### config.mk
export PLATFORM = sky130hd
export DESIGN_NAME = mp_mem_arbiter
export DESIGN_NICKNAME = d
export VERILOG_FILES = /design/src/rtl/mp_mem_arbiter.sv
export SDC_FILE = /design/constraint.sdc
export NUM_CORES = 1
export LEC_CHECK = 0
export ABC_AREA = 1
export ABC_CLOCK_PERIOD_IN_PS = 4900
export BUFFER_PORTS_ARGS = -buffer_cell sky130_fd_sc_hd__buf_2
export CAP_MARGIN = 15
export CELL_PAD_IN_SITES_DETAIL_PLACEMENT = 0
export CELL_PAD_IN_SITES_GLOBAL_PLACEMENT = 1
export CORE_MARGIN = 5
export CORE_UTILIZATION = 36
export DETAILED_ROUTE_END_ITERATION = 10
export PLACE_DENSITY_LB_ADDON = 0.1
export SLEW_MARGIN = 10
export SYNTH_ARGS = -nofsm -noshare
export SYNTH_HDL_FRONTEND = slang
export SYNTH_SLANG_ARGS = --single-unit
### constraint.sdc
create_clock -name clk -period 4.9 [get_ports clk]
set_clock_uncertainty 0.15 [all_clocks]
set_input_delay 0.735 -clock clk [delete_from_list [all_inputs] [get_ports clk]]
set_output_delay 0.735 -clock clk [all_outputs]
set_load 0.05 [all_outputs]
### src/rtl/mp_mem_arbiter.sv
// Round-robin arbiter that serialises per-core read/write requests onto a single
// memory port and returns one-cycle responses, turning missing read data into an error.
module mp_mem_arbiter #(
   parameter int ADDR_WIDTH = 11,
   parameter int DATA_WIDTH = 8,
   parameter int CORE_ID_W  = 2,
   parameter int RD_TIMEOUT = 16
) (
   input  logic                                  clk,
   input  logic                                  reset_n,
   input  logic [(1<<CORE_ID_W)-1:0]             req,
   input  logic [4*(1<<CORE_ID_W)-1:0]           opcode,
   input  logic [ADDR_WIDTH*(1<<CORE_ID_W)-1:0]  addr,
   input  logic [DATA_WIDTH*(1<<CORE_ID_W)-1:0]  wdata,
   output logic [(1<<CORE_ID_W)-1:0]             gnt,
   output logic [(1<<CORE_ID_W)-1:0]             rsp_valid,
   output logic [DATA_WIDTH-1:0]                 rsp_data,
   output logic                                  rsp_err,
   output logic                                  mem_read_en,
   output logic                                  mem_write_en,
   output logic [ADDR_WIDTH-1:0]                 mem_addr,
   output logic [DATA_WIDTH-1:0]                 mem_data_in,
   output logic [CORE_ID_W-1:0]                  mem_core_id,
   input  logic [DATA_WIDTH-1:0]                 mem_data_out,
   input  logic                                  mem_valid_out
);

   localparam int NC    = 1 << CORE_ID_W;
   localparam int CNT_W = $clog2(RD_TIMEOUT + 1);

   localparam logic [1:0] S_IDLE    = 2'd0;
   localparam logic [1:0] S_ISSUE   = 2'd1;
   localparam logic [1:0] S_WAIT_RD = 2'd2;
   localparam logic [1:0] S_RESP    = 2'd3;

   localparam logic [3:0] OP_READ  = 4'h1;
   localparam logic [3:0] OP_WRITE = 4'h2;

   logic [1:0]            state;
   logic [CORE_ID_W-1:0]  owner;
   logic [CORE_ID_W-1:0]  last_grant;
   logic [3:0]            op_q;
   logic [CNT_W-1:0]      cnt;

   logic [CORE_ID_W-1:0]  pick;
   logic [CORE_ID_W-1:0]  idx;
   logic                  found;
   logic [NC-1:0]         pick_oh;
   logic [NC-1:0]         owner_oh;
   logic [3:0]            sel_op;
   logic [ADDR_WIDTH-1:0] sel_addr;
   logic [DATA_WIDTH-1:0] sel_data;

   // Scan from last_grant+1 with wrap; last_grant itself is visited last.
   always_comb begin
      pick  = '0;
      idx   = '0;
      found = 1'b0;
      for (int unsigned i = 1; i <= NC; i++) begin
         idx = last_grant + CORE_ID_W'(i);
         if (!found && req[idx]) begin
            found = 1'b1;
            pick  = idx;
         end
      end
   end

   always_comb begin
      pick_oh        = '0;
      pick_oh[pick]  = 1'b1;
      owner_oh       = '0;
      owner_oh[owner] = 1'b1;
      sel_op   = opcode[int'(pick)*4 +: 4];
      sel_addr = addr[int'(pick)*ADDR_WIDTH +: ADDR_WIDTH];
      sel_data = wdata[int'(pick)*DATA_WIDTH +: DATA_WIDTH];
   end

   // Memory strobes are launched on the arbitration edge so they appear in ISSUE.
   always_ff @(posedge clk or negedge reset_n) begin
      if (!reset_n) begin
         state        <= S_IDLE;
         owner        <= '0;
         last_grant   <= '1;
         op_q         <= '0;
         cnt          <= '0;
         gnt          <= '0;
         rsp_valid    <= '0;
         rsp_data     <= '0;
         rsp_err      <= 1'b0;
         mem_read_en  <= 1'b0;
         mem_write_en <= 1'b0;
         mem_addr     <= '0;
         mem_data_in  <= '0;
         mem_core_id  <= '0;
      end else begin
         gnt          <= '0;
         rsp_valid    <= '0;
         mem_read_en  <= 1'b0;
         mem_write_en <= 1'b0;
         mem_addr     <= '0;
         mem_data_in  <= '0;
         case (state)
            S_IDLE: begin
               if (|req) begin
                  owner       <= pick;
                  op_q        <= sel_op;
                  gnt         <= pick_oh;
                  mem_core_id <= pick;
                  if (sel_op == OP_READ) begin
                     mem_read_en <= 1'b1;
                     mem_addr    <= sel_addr;
                  end else if (sel_op == OP_WRITE) begin
                     mem_write_en <= 1'b1;
                     mem_addr     <= sel_addr;
                     mem_data_in  <= sel_data;
                  end
                  state <= S_ISSUE;
               end
            end
            S_ISSUE: begin
               last_grant <= owner;
               cnt        <= '0;
               if (op_q == OP_READ) begin
                  state <= S_WAIT_RD;
               end else begin
                  rsp_valid <= owner_oh;
                  rsp_err   <= (op_q != OP_WRITE);
                  rsp_data  <= (op_q == OP_WRITE) ? '0 : '1;
                  state     <= S_RESP;
               end
            end
            S_WAIT_RD: begin
               cnt <= cnt + 1'b1;
               if (mem_valid_out) begin
                  rsp_valid <= owner_oh;
                  rsp_data  <= mem_data_out;
                  rsp_err   <= 1'b0;
                  state     <= S_RESP;
               end else if (cnt == CNT_W'(RD_TIMEOUT - 1)) begin
                  rsp_valid <= owner_oh;
                  rsp_data  <= '1;
                  rsp_err   <= 1'b1;
                  state     <= S_RESP;
               end
            end
            S_RESP: begin
               rsp_data    <= '0;
               rsp_err     <= 1'b0;
               mem_core_id <= '0;
               cnt         <= '0;
               state       <= S_IDLE;
            end
            default: state <= S_IDLE;
         endcase
      end
   end

endmodule

==> results by group <==
Status
  – Run status: finished clean

STA
  – Slew @ Worst Pin: 0.885 ns
  – Slew Limit Headroom: 0.408
  – Fmax: 315 MHz
  – Min Tclk post-route: 3.17 ns
  – Fin crit share: 0.648
  – Pins over their slew limit: 0
  – RSZ-0062 raised after global routing: false
  – Setup violators final: 0
  – Setup tns final: 0 ns
  – Endpoints failing hold: 0

GRT
  – Initial antenna violation count: 1
  – Grt total ovfl: 0
  – Largest net degree at the start of global routing: 56
  – Vias in the first global route: 3210
  – First-pass GRT wire length: 15100 µm
  – GRT Resource Usage Total: 0.161

Logic synthesis
  – Post-synth top area share: 0.394
  – Sequential cell area fraction in the yosys report: 0.410
  – Yosys cell types: 35
  – Number of synthesis warnings: 0
  – Ranking of synthesized cells by area: dfrtp_1 39%, nand2_1 14%, inv_1 6.1%
  – Register bit total from synthesis: 55
  – Leading area contributor after synthesis: dfrtp_1
  – Mean post-synth cell area: 7.63 µm²
  – Post-Syn Area: 0.00337 mm²
  – Synth Instances: 441
  – Post-Syn Nets: 555

Detailed routing
  – First DRT Iteration DRCs: 136
  – Drt total wl: 9330 µm
  – TritonRoute pass-1 iters: 4
  – WL/cell: 13.4 µm
  – Drt via density: 4.70
  – Routed vias: 3272
  – Antenna Nets Post-Route: 0
  – Drt drc: 0

Worst setup path
  – Arrival time at the worst endpoint: 3.22 ns
  – CP Cell Sequence: inv_2 > nand2_1 > nand2_2 > nand2_4 > nand2_4 > nor2_8 > nand3_1 > nand3_1 > nand2_1 > nand2_1 > clkinv_1 > nand2_1 > nand4_1 > nand2_1 > a21oi_2
  – Reg2Reg Launch Point: last_grant[0]
  – Max Fanout on Critical Path: 12
  – Slowest CP cell: dfstp_2
  – Crit path capture type: flip-flop
  – Crit path kind: flip-flop to flip-flop
  – Reg2reg setup slack: 1.73 ns
  – Reg2Reg Depth: 15
  – RR Endpoint: mem_addr[9]
  – Most used cell, CP: nand2_1
  – Required time worst endpoint: 4.94 ns
  – Highest cell delay on the worst timing path: 0.71 ns
  – Crit start category: flip-flop

Final layout
  – Register area: 0.00138 mm²
  – Most frequent cells in the layout: 146 x buf_2, 129 x nand2_1, 55 x inv_1, 53 x dfrtp_1, 30 x nand3_1
  – Final nets: 698
  – Commonest non-fill, non-tap cell in the layout: buf_2
  – Final cell count without fillers: 696
  – Layout cells sized above 1: 0.369
  – Multi-input combinational cell area: 0.00166 mm²
  – Fill count: 971
  – ANT cells: 0
  – Final core occ: 0.462
  – Synthesis-to-finish area growth: 26.2%

CTS
  – Root Buffer: clkbuf_8
  – H-tree Lvls: 2
  – Max Root-Sink Buffers: 2
  – Post-CTS Setup Bufs: 0
  – Worst-path clk slew: 0.10 ns
  – Clk_lat worst skew: 0.31 ns
  – PostCTS Resize Cnt: 0
  – # hold bufs at CTS: 0
  – Number of buffers created by CTS: 5
  – CTS tree: built
  – # clock sinks: 55

Min path
  – Hold Path Class: flip-flop to flip-flop
  – Worst Hold End: rsp_valid[0]
  – Hold depth: 1
  – Hold path startpoint: owner[0]

Floorplanning
  – Ports: 147
  – Core area: 0.00920 mm²
  – Chip height: 107 µm
  – Die area: 0.0114 mm²
  – Die Width: 107 µm
  – Rows: 35
  – Initial Util: 0.366

Power and ir drop
  – Peak supply drop: 294 µV
  – Cell area power density: 792 mW/mm²
  – Lkg Pwr: 2.35 nW

Job
  – Max-capacitance violation count: 0

Place
  – GPL Wtd Cong: 0.804
  – HPWL Detailed: 7310 µm
  – Cell total after placement: 688
  – # port buffers: 146
-- logic make-up (layout without fill, tap and decap cells) --
| kind of cell | Yosys count | in the layout | share of synthesized area |
|---|---|---|---|
| AND/OR/NAND/NOR | 260 | 260 | 0.379 |
| buffers and inverters | 72 | 216 | 0.0959 |
| flip-flops | 55 | 55 | 0.410 |
| adder cells (fa/ha/maj) | 7 | 7 | 0.0260 |
| AO/OA/AOI/OAI | 47 | 47 | 0.0896 |
-- Yosys cell counts --
library cell	number
nand2_1	129
inv_1	55
dfrtp_1	53
nand3_1	30
nor2_1	29
nand4_1	20
or2_2	18
a21oi_1	15
o21ai_0	14
nand2_2	11
a21oi_2	10
ha_1	7
nand2_4	6
nor3_1	5
buf_6	4
inv_2	4
nor2_4	4
clkbuf_1	3
a31oi_1	2
buf_2	2
clkinv_1	2
dfstp_2	2
nand3_2	2
nor4_1	2
o22ai_1	2
a311oi_1	1
buf_12	1
buf_4	1
nand3b_1	1
nand4_4	1
nor2_2	1
nor2_8	1
o211ai_1	1
o21ai_4	1
o21bai_2	1
-- metrics by stage --
stage / setup slack (ns) / total power (W) / cell area [µm²] / hold slack (ns)
2_1_floorplan: 2.39 / 0.00272 / 3370 / 0.289
3_3_place_gp: 1.77 / 0.00310 / 4150 / 0.325
3_5_place_dp: 1.70 / 0.00312 / 4150 / 0.329
4_1_cts: 1.72 / 0.00341 / 4250 / 0.344
5_1_grt: 1.36 / 0.00370 / 4250 / 0.361
6_report: 1.73 / 0.00337 / 4250 / 0.342
-- sequential cells by signal (all words and copies together) (netlist names), 2 cells and up --
| name | flops |
|---|---|
| mem_core_id | 2 |
| rsp_valid | 4 |
| rsp_data | 8 |
| op_q | 4 |
| mem_addr | 11 |
| owner | 2 |
| gnt | 4 |
| state | 2 |
| last_grant | 2 |
| cnt | 5 |
| mem_data_in | 8 |
-- metal layers --
metal / routed length (µm) / up-vias / global-route usage / share of wire
met4: 113 / 2 / 0.0320 / 0.012
met3: 672 / 15 / 0.0373 / 0.072
met1: 4140 / 1443 / 0.220 / 0.44
met2: 4380 / 120 / 0.263 / 0.47
met5: 20 / - / 0 / 0.0021
li1: - / 1692 / - / -
-- worst max-delay path by stage --
| stage | start | endpoint | slack (ns) | cells past startpoint |
|---|---|---|---|---|
| after floorplan | req[3] | mem_addr[1] | 2.39 | 15 |
| after global placement | req[3] | mem_addr[9] | 1.77 | 15 |
| after detailed placement | req[2] | mem_addr[9] | 1.70 | 15 |
| after CTS | last_grant[0] | mem_addr[9] | 1.72 | 15 |
| after global routing | last_grant[0] | mem_data_in[7] | 1.36 | 15 |
| final | last_grant[0] | mem_addr[9] | 1.73 | 15 |
-- cell type report --
type                    instances  area share
multi-input cells             314       0.392
flip-flops and latches         55       0.324
repair buffers                147       0.174
inverters                      61      0.0539
well taps                     111      0.0327
clock buffers                   8      0.0236
-- worst max-delay path: cells and delay by family (launching register included) --
kind | cells | cell delay (ns)
AND/OR/NAND/NOR | 12 | 1.65
flip-flops | 1 | 0.71
buffers and inverters | 2 | 0.50
AO/OA/AOI/OAI | 1 | 0.04
-- power breakdown --
part	total [W]	internal, W	leakage (nW)	switching (W)
clock	0.000273	0.000129	0.0515	0.000144
sequential	0.000728	0.000634	0.715	0.0000937
combinational	0.00237	0.000654	1.59	0.00171
total	0.00337	0.00142	2.35	0.00195
No activity file was read; power rests on OpenSTA's default activity.
